[src/rtl/vga_timing_counter.sv]
// vga_timing_counter: divides clk to the pixel rate and generates raster h/v counts,
// pixel/line/frame strobes and a wrapping completed-frame counter.
module vga_timing_counter #(
    parameter int H_TOTAL = 800,
    parameter int V_TOTAL = 525,
    parameter int CLK_DIV = 2,
    parameter int FRAME_W = 8
) (
    input  logic               clk,
    input  logic               rst_n,
    input  logic               en,
    output logic [9:0]         h_count,
    output logic [9:0]         v_count,
    output logic               pixel_tick,
    output logic               line_end,
    output logic               frame_end,
    output logic [FRAME_W-1:0] frame_count
);
    localparam int DW = CLK_DIV > 1 ? $clog2(CLK_DIV) : 1;
    localparam logic [DW-1:0] DIV_LAST = DW'(CLK_DIV - 1);
    localparam logic [9:0] H_LAST = 10'(H_TOTAL - 1);
    localparam logic [9:0] V_LAST = 10'(V_TOTAL - 1);
    logic [DW-1:0]      div_q, div_d;
    logic [9:0]         h_q, h_d, v_q, v_d;
    logic [FRAME_W-1:0] fc_q, fc_d;
    // rst_n gating keeps strobes low in reset even when CLK_DIV=1 makes the divider decode constant
    assign pixel_tick  = en && rst_n && (div_q == DIV_LAST);
    assign line_end    = pixel_tick && (h_q == H_LAST);
    assign frame_end   = line_end && (v_q == V_LAST);
    assign h_count     = h_q;
    assign v_count     = v_q;
    assign frame_count = fc_q;
    always_comb begin
        div_d = !en ? div_q : (div_q == DIV_LAST) ? '0 : div_q + DW'(1);
        h_d   = !pixel_tick ? h_q : line_end ? '0 : h_q + 10'd1;
        v_d   = !line_end ? v_q : frame_end ? '0 : v_q + 10'd1;
        fc_d  = frame_end ? fc_q + FRAME_W'(1) : fc_q;
    end
    always_ff @(posedge clk or negedge rst_n) begin
        if (!rst_n) begin
            div_q <= '0;
            h_q   <= '0;
            v_q   <= '0;
            fc_q  <= '0;
        end else begin
            div_q <= div_d;
            h_q   <= h_d;
            v_q   <= v_d;
            fc_q  <= fc_d;
        end
    end
endmodule

[config.mk]
export PLATFORM = sky130hd
export DESIGN_NAME = vga_timing_counter
export DESIGN_NICKNAME = d
export VERILOG_FILES = /design/src/rtl/vga_timing_counter.sv
export SDC_FILE = /design/constraint.sdc
export NUM_CORES = 1
export LEC_CHECK = 0
export BUFFER_PORTS_ARGS = -buffer_cell sky130_fd_sc_hd__clkbuf_2
export CAP_MARGIN = 40
export CORE_MARGIN = 10
export CORE_UTILIZATION = 50
export CTS_CLUSTER_SIZE = 20
export DETAILED_ROUTE_END_ITERATION = 16
export HOLD_SLACK_MARGIN = 0.1
export PLACE_DENSITY = 0.77
export SYNTH_ARGS = -nofsm -noshare
export SYNTH_HDL_FRONTEND = slang
export SYNTH_SLANG_ARGS = --single-unit
[constraint.sdc]
create_clock -name clk -period 2.15 [get_ports clk]
set_input_delay 0.5375 -clock clk [delete_from_list [all_inputs] [get_ports clk]]
set_output_delay 0.5375 -clock clk [all_outputs]
set_load 0.01 [all_outputs]
==> reports/results.ini, run 1 <==
[setup_path]
crit_required_ns = 1.61
worstPathBufferInverterCount = 2
timing.setup.critical_path_class = flop to primary output
slowest_stage = sky130_fd_sc_hd__dfrtp_1
critical_path_cell_by_cell = inv_1, ha_1, and4bb_2, nand3_2, nor2_4, buf_6
critical_path.startpoint_type = flop
worst_path_largest_cell_delay_ns = 0.38
cp.arrival_ns = 1.55
reg2reg_slack_ns = 0.36
crit_path_max_fanout = 3
end_kind = primary output
critical_path.reg2reg.startpoint = h_count[5]
timing.critical_path.max_delay_family = simple AND/OR/NAND/NOR gates
critical_path.reg2reg.endpoint = v_count[3]
ff2ff_path_depth = 5

[clock_tree]
cts_tree = built
htree_levels = 2
postCtsHoldBufs = 0
clock_latency_ns = 0.32
clock_sinks = 29
tritoncts.num_buffers = 5
cts.clk_slew.worst_paths_ns = 0.09
cts_root_buffer = sky130_fd_sc_hd__clkbuf_4
clk_path_buf_depth = 2

[synth]
synth-compound-area-share_pct = 5.94
dominant_combinational_cell_family_by_area_after_synthesis = simple AND/OR/NAND/NOR gates
ys_types = 31
synth.mux.area_fraction_pct = 1.46
mappedNetlistArea_um2 = 1450
post_synth.cell_area_avg_um2 = 10.6
dominantRegCellSynth = sky130_fd_sc_hd__dfrtp_1
post_synth_simple_gate_area_pct = 24.7
share_of_synthesized_cell_area_in_full_adder_half_adder_and_majority_cells_pct = 3.45
synth-warning-count = 0
synth_sequential_area_ratio_pct = 50.0
most_area_consuming_cells_after_synthesis = sky130_fd_sc_hd__dfrtp_1 (50%), sky130_fd_sc_hd__xor2_1 (6.6%), sky130_fd_sc_hd__xnor2_1 (4.2%)
synth-seq-cells = 29
synth.largest_area_cell = sky130_fd_sc_hd__dfrtp_1
synth_xor_area_share_pct = 10.9
async_flop_share_pct = 100
synth_largest_type_area_fraction_pct = 50.0
syn_inst = 137
number_of_enable_type_register_cells_in_the_synthesized_netlist = 0
synth.net_count = 144

[cells_and_area]
fraction_of_final_layout_cells_with_drive_strength_greater_than_1_pct = 35.1
antenna_cells = 0
areaGrowthSynthToFinish_pct = 23.7
finalNetCount = 192
most_frequent_cells_in_the_layout = sky130_fd_sc_hd__clkbuf_2 (31), sky130_fd_sc_hd__dfrtp_1 (26), sky130_fd_sc_hd__nand2_1 (14)
mostFrequentLayoutCell = sky130_fd_sc_hd__clkbuf_2
fillers = 228
final_cell_count_no_fill = 216

[grt]
grt_max_degree = 30
first_global_vias = 1204
grt.total_usage_pct = 13.3
global_route_wire_length_before_repair_mm = 5.64
number_of_antenna_violations_at_the_first_check_in_global_routing = 0
globalRouteOverflowTotal = 0

[sta]
skew_ns = 0.00845
final-hold-violation-count = 0
timing.final.max_slew_violations = 0
tns_ns = 0
min_period_ns = 2.09
fmax_mhz = 479
setup_violations = 0
rsz_0062_raised_after_global_routing = yes
max_slew.worst_pin.slew_ns = 0.358
max-slew-margin-rel_pct = 76.1
ratio_of_final_minimum_period_to_clock_period_pct = 97.2

[power_and_ir_drop]
vdd_drop_max_v = 0.000551
cellPowerDensity_nw_per_um2 = 622
leakage_nw = 0.931
design_power_total_mw = 1.12

[die]
die_y_um = 73.9
die_area_um2 = 5460
fp.coreArea_um2 = 2760
io_pins = 34
die_w_um = 73.9
rows = 19
initial_core_util_pct = 52.7

[job]
cap_violations = 0

[placement]
placed_cells = 204
place_hpwl_mm = 2.44
finalWeightedCongestion = 0.750
port_buffers = 33

[route]
via_per_inst = 5.58
drt_iter0_drc = 103
detail_route.drc_violations = 0
drt_first_pass_iters = 5
routedWlPerCell_um = 15.3
route.final.wire_length_mm = 3.31
routed-via-count = 1205
antenna_violating_nets_post_route = 0

[hold_path]
class_of_the_tightest_hold_or_removal_check = input port to async pin

[status]
status = completed

## layer usage
layer / GRT usage [%] / vias to the layer above / share of wire (%)
li1: - / 572 / -
met5: 0 / - / 0
met3: 5.79 / 5 / 9.1
met2: 20.5 / 50 / 48
met1: 16.1 / 578 / 42
met4: 4.97 / 0 / 1.3
## area by class of cell
cell class                 instances  area, µm²  area share [%]
timing repair buffer              44        260            14.5
tap                               31       38.8            2.16
inverter                           7       26.3            1.46
multi-input combinational         98        687            38.2
clock buffer                       7       55.1            3.06
sequential                        29        729            40.6
## metrics by stage
stage | worst slack (ns) | utilization (%) | hold WS (ns) | area, µm²
global route | -0.0326 | 65.2 | 0.273 | 1800
floorplan | 0.259 | - | 0.242 | 1450
global placement | 0.232 | 60.8 | 0.455 | 1680
finish | 0.0605 | 65.2 | 0.262 | 1800
detailed placement | 0.180 | 60.8 | 0.455 | 1680
CTS | 0.0432 | 64.3 | 0.261 | 1770
## state kept, by name, summed over array words and instances, names as in the netlist
register	cells
div_q	1
frame_count	8
h_count	10
v_count	10
## worst max-delay path by stage
stage | startpoint | to | slack [ns] | depth (start not counted)
after floorplan | en | line_end | 0.26 | 5
after global placement | rst_n | frame_end | 0.23 | 6
after CTS | h_count[7] | frame_end | 0.04 | 4
after global routing | h_count[5] | frame_end | -0.03 | 4
after detailed placement | v_count[0] | frame_end | 0.18 | 6
final | v_count[0] | frame_end | 0.06 | 6
## where the power goes
part | switching (mW) | internal, mW
registers | 0.0505 | 0.589
logic | 0.0863 | 0.0651
clock network | 0.172 | 0.154
total | 0.309 | 0.808
## Yosys cell counts, types with 4 or more instances
library cell,count
sky130_fd_sc_hd__dfrtp_1,29
sky130_fd_sc_hd__a21oi_1,4
sky130_fd_sc_hd__nand3_1,11
sky130_fd_sc_hd__nand4_1,5
sky130_fd_sc_hd__o21ai_0,12
sky130_fd_sc_hd__nor3_1,4
sky130_fd_sc_hd__nor2_1,4
sky130_fd_sc_hd__xor2_1,11
sky130_fd_sc_hd__xnor2_1,7
sky130_fd_sc_hd__inv_1,6
sky130_fd_sc_hd__nand2_1,14
sky130_fd_sc_hd__ha_1,4
sky130_fd_sc_hd__and3_1,4
## kinds of logic (layout without fill, tap and decap cells)
kind of cell / after synthesis / in the layout
AND/OR/NAND/NOR: 57 / 57
flip-flops: 29 / 29
XOR/XNOR: 18 / 18
AO/OA/AOI/OAI: 17 / 17
buffers and inverters: 10 / 58
adder cells (fa/ha/maj): 4 / 4
multiplexers: 2 / 2
## repair_timing
item	in CTS	in global routing
buffers inserted	4	1
pin swaps	2	3
cloned	0	0
setup endpoints to repair	1	2
resized for setup	4	7
Note: power is estimated with default switching activity, not from simulation.
==> inputs of run 2 (changes only) <==
CELL_PAD_IN_SITES_DETAIL_PLACEMENT = 0   (was unset)
CELL_PAD_IN_SITES_GLOBAL_PLACEMENT = 1   (was unset)
CORE_UTILIZATION = 40   (was 50)
PLACE_DENSITY = 0.79   (was 0.77)
==> reports/results.ini, run 2 (same netlist as run 1, synthesis figures left out) <==
[grt]
number_of_antenna_violations_at_the_first_check_in_global_routing = 0
globalRouteOverflowTotal = 0
grt_max_degree = 30
global_route_wire_length_before_repair_mm = 5.55
grt.total_usage_pct = 10.8
first_global_vias = 1236

[sta]
max-slew-margin-rel_pct = 75.8
min_period_ns = 2.09
skew_ns = 0.0139
setup_violations = 0
rsz_0062_raised_after_global_routing = yes
final-hold-violation-count = 0
ratio_of_final_minimum_period_to_clock_period_pct = 97.2
max_slew.worst_pin.slew_ns = 0.363
timing.final.max_slew_violations = 0
fmax_mhz = 479

[die]
die_area_um2 = 6440
initial_core_util_pct = 42.5
io_pins = 34
die_y_um = 80.3
die_w_um = 80.3
fp.coreArea_um2 = 3420
rows = 21

[placement]
finalWeightedCongestion = 0.831
dpl_cell_area_um2 = 1700
port_buffers = 33
place_hpwl_mm = 2.44

[power_and_ir_drop]
power_report.internal_total_uw = 795
design_power_total_mw = 1.10
vdd_drop_max_v = 0.000433
cellPowerDensity_nw_per_um2 = 598
power_frac_seq_pct = 57.1
comb_power_share_pct = 15.4
power.share.switching_pct = 27.9
p_switching_uw = 308
leakage_nw = 0.937
share_clk_of_total_power_pct = 27.5

[setup_path]
worst_path_most_repeated_cell = sky130_fd_sc_hd__buf_6
critical_path_cell_by_cell = nor4b_4, nand4_4, buf_6, inv_4, buf_6
critical_path.startpoint_type = flop
slowest_stage = sky130_fd_sc_hd__dfrtp_1
timing.critical_path.max_delay_family = simple AND/OR/NAND/NOR gates
worst_path_largest_cell_delay_ns = 0.42
end_kind = primary output
timing.setup.critical_path_class = flop to primary output
worstPathBufferInverterCount = 3
cp.arrival_ns = 1.55
crit_required_ns = 1.61
crit_path_max_fanout = 2

[clock_tree]
clk_path_buf_depth = 2
clock_latency_ns = 0.32
cts.clk_slew.worst_paths_ns = 0.09
cts_tree = built
cts_root_buffer = sky130_fd_sc_hd__clkbuf_4
htree_levels = 2
clock_sinks = 29
tritoncts.num_buffers = 5

[cells_and_area]
areaGrowthSynthToFinish_pct = 27.0
antenna_cells = 0
mostFrequentLayoutCell = sky130_fd_sc_hd__clkbuf_2
most_frequent_cells_in_the_layout = sky130_fd_sc_hd__clkbuf_2 (31), sky130_fd_sc_hd__dfrtp_1 (28), sky130_fd_sc_hd__nand2_1 (14)
ff_latch_area_um2 = 727
fillers = 327
finalNetCount = 195
multi_input_area_um2 = 696
fraction_of_final_layout_cells_with_drive_strength_greater_than_1_pct = 36.0
final_cell_area_um2 = 1840

[hold_path]
class_of_the_tightest_hold_or_removal_check = input port to async pin

[job]
cap_violations = 0

[route]
drt_first_pass_iters = 4
routedWlPerCell_um = 13.8
drt_iter0_drc = 92
detail_route.drc_violations = 0
via_per_inst = 5.04
antenna_violating_nets_post_route = 0
routed-via-count = 1185
route.final.wire_length_mm = 3.25

[status]
status = completed

## run 2: worst paths after layout
kind / from / endpoint / slack, ns / cells after the start
max in group asynchronous: rst_n / h_count[4] / 1.59 / 2
worst min register to register: div_q / div_q / 0.47 / 1
worst max register to register: h_count[7] / frame_count[7] / 0.15 / 7
min in group clk: en / div_q / 0.42 / 2
worst max-delay path: h_count[7] / line_end / 0.06 / 5
worst min-delay path: rst_n / v_count[1] / 0.27 / 2
## run 2: layer usage
metal | track usage [%] | up-vias | part of all wire [%] | wire [µm]
met2 | 17.3 | 32 | 47 | 1540
met3 | 5.01 | 2 | 9.1 | 295
met4 | 4.75 | 0 | 0.52 | 17
met1 | 11.9 | 566 | 43 | 1390
met5 | 0 | - | 0 | 0
li1 | - | 585 | - | -
## run 2: layout make-up
class	count	share of cell area (%)
repair buffers	47	15.5
multi-input cells	98	37.7
clock buffers	8	2.65
well taps	46	3.12
inverters	7	1.56
flip-flops and latches	29	39.4
## run 2: what timing repair did
action / 4_1_cts / 5_1_grt
hold buffers: 0 / 0
pin swaps: 3 / 3
gates resized for setup: 6 / 10
endpoints found under the setup margin: 2 / 2
setup buffers: 6 / 1
## run 2: power by group through the flow
| stage | registers (mW) | clock network (mW) | logic [mW] |
|---|---|---|---|
| floorplan | 0.654 | 0 | 0.0657 |
| finish | 0.630 | 0.303 | 0.170 |
| detailed placement | 0.646 | 0 | 0.155 |
| global placement | 0.643 | 0 | 0.152 |
| global route | 0.637 | 0.343 | 0.196 |
| CTS | 0.631 | 0.316 | 0.175 |
## run 2: stage by stage
stage / worst slack [ns] / hold WS (ns) / cells / TNS [ns] / util (%)
after detailed placement: 0.149 / 0.459 / 220 / 0 / 49.8
final: 0.0603 / 0.267 / 235 / 0 / 54.0
after global placement: 0.232 / 0.453 / 220 / 0 / 49.8
after floorplan: 0.259 / 0.242 / 137 / 0 / -
after CTS: 0.00390 / 0.270 / 234 / 0 / 52.9
after global routing: -0.0279 / 0.282 / 235 / -0.0279 / 54.0
==> inputs of run 3 (changes only) <==
RECOVER_POWER = 100   (was unset)
==> reports/results.ini, run 3 (same netlist as run 1, synthesis figures left out) <==
[route]
drt_iter0_drc = 92
route.final.wire_length_mm = 3.28
drt_first_pass_iters = 4
detail_route.drc_violations = 0
via_per_inst = 5.06
antenna_violating_nets_post_route = 0
routedWlPerCell_um = 13.9
routed-via-count = 1190

[clock_tree]
clock_sinks = 29
postCtsHoldBufs = 0
htree_levels = 2
clk_path_buf_depth = 2
cts_root_buffer = sky130_fd_sc_hd__clkbuf_4
cts.clk_slew.worst_paths_ns = 0.08
tritoncts.num_buffers = 5
cts_tree = built
clock_latency_ns = 0.32

[cells_and_area]
areaGrowthSynthToFinish_pct = 24.3
most_frequent_cells_in_the_layout = sky130_fd_sc_hd__clkbuf_1 (30), sky130_fd_sc_hd__dfrtp_1 (28), sky130_fd_sc_hd__nand2_1 (14)
antenna_cells = 0
final_cell_count_no_fill = 235
final_cell_area_um2 = 1810
ff_latch_area_um2 = 727
finalNetCount = 195
fraction_of_final_layout_cells_with_drive_strength_greater_than_1_pct = 21.7
fillers = 339
multi_input_area_um2 = 696
mostFrequentLayoutCell = sky130_fd_sc_hd__clkbuf_1

[sta]
worst_path_setup_slack_after_routing_ns = 0.0574
rsz_0062_raised_after_global_routing = yes
min_period_ns = 2.09
final-hold-violation-count = 0
fmax_mhz = 478
timing.final.max_slew_violations = 30
skew_ns = 0.0140
max-slew-margin-rel_pct = -2.75
max_slew.worst_pin.slew_ns = 1.54
ratio_of_final_minimum_period_to_clock_period_pct = 97.3
setup_violations = 0

[status]
violations_in_the_final_reports = max-capacitance violations, max-slew violations
status = finished with violations

[setup_path]
critical_path_cell_by_cell = nor4b_4, nand4_4, buf_6, inv_4, buf_6
cp.arrival_ns = 1.56
critical_path.startpoint_type = flop
worstPathBufferInverterCount = 3
crit_required_ns = 1.61
worst_path_largest_cell_delay_ns = 0.42
slowest_stage = sky130_fd_sc_hd__dfrtp_1
end_kind = primary output
crit_path_max_fanout = 2
timing.critical_path.max_delay_family = simple AND/OR/NAND/NOR gates
timing.setup.critical_path_class = flop to primary output
worst_path_most_repeated_cell = sky130_fd_sc_hd__buf_6

[power_and_ir_drop]
vdd_drop_max_v = 0.000433
cellPowerDensity_nw_per_um2 = 604
leakage_nw = 0.846
design_power_total_mw = 1.09

[placement]
dpl_cell_area_um2 = 1700
port_buffers = 33
place_hpwl_mm = 2.44
pre_cts_slack_ns = 0.149
placed_cells = 220
finalWeightedCongestion = 0.831

[grt]
grt_most_used_layer = met2
number_of_antenna_violations_at_the_first_check_in_global_routing = 0
globalRouteOverflowTotal = 0
grt_max_degree = 30
global_route_met1_utilization_pct = 11.9
global_route_wire_length_before_repair_mm = 5.55
grt.total_usage_pct = 10.8
grtUsageMet2_pct = 17.3
grt.met3_usage_pct = 5.01
first_global_vias = 1236

[die]
die_w_um = 80.3
die_y_um = 80.3
rows = 21
initial_core_util_pct = 42.5
fp.coreArea_um2 = 3420
die_area_um2 = 6440
io_pins = 34

[job]
cap_violations = 1

[hold_path]
class_of_the_tightest_hold_or_removal_check = input port to flop

==> run 3: timing repair <==
item | 4_1_cts | 5_1_grt
buffers inserted | 6 | 1
endpoints found under the setup margin | 2 | 2
gates cloned | 0 | 0
resized for setup | 6 | 10
pin swaps | 3 | 3
==> run 3: metrics by stage <==
stage               utilization, %  TNS [ns]  hold WS (ns)
global route                  52.9   -0.0383         0.407
CTS                           52.9         0         0.270
detailed placement            49.8         0         0.459
global placement              49.8         0         0.453
finish                        52.9         0         0.424
floorplan                        -         0         0.242
==> run 3: final cells by class <==
class | count | area share (%)
timing repair buffer | 47 | 13.7
inverter | 7 | 1.59
tap | 46 | 3.19
multi-input combinational | 98 | 38.5
sequential | 29 | 40.3
clock buffer | 8 | 2.70
==> run 3: metal layers <==
metal | up-vias | share of wire, %
li1 | 585 | -
met1 | 566 | 44
met2 | 37 | 47
met3 | 2 | 8.4
met4 | 0 | 0.52
met5 | - | 0
==> run 3: worst paths after layout <==
kind | from | cells past startpoint | endpoint | slack [ns]
max in group asynchronous | rst_n | 2 | h_count[4] | 0.37
max reg2reg | h_count[7] | 7 | frame_count[7] | 0.14
max | h_count[7] | 5 | line_end | 0.06
min reg2reg | div_q | 1 | div_q | 0.47
min | en | 2 | div_q | 0.42
min in group asynchronous | rst_n | 2 | v_count[1] | 0.77
==> run 3: power by group <==
group,switching (mW),internal [mW]
clock network,0.174,0.130
logic,0.0929,0.0645
registers,0.0405,0.589
total,0.307,0.784
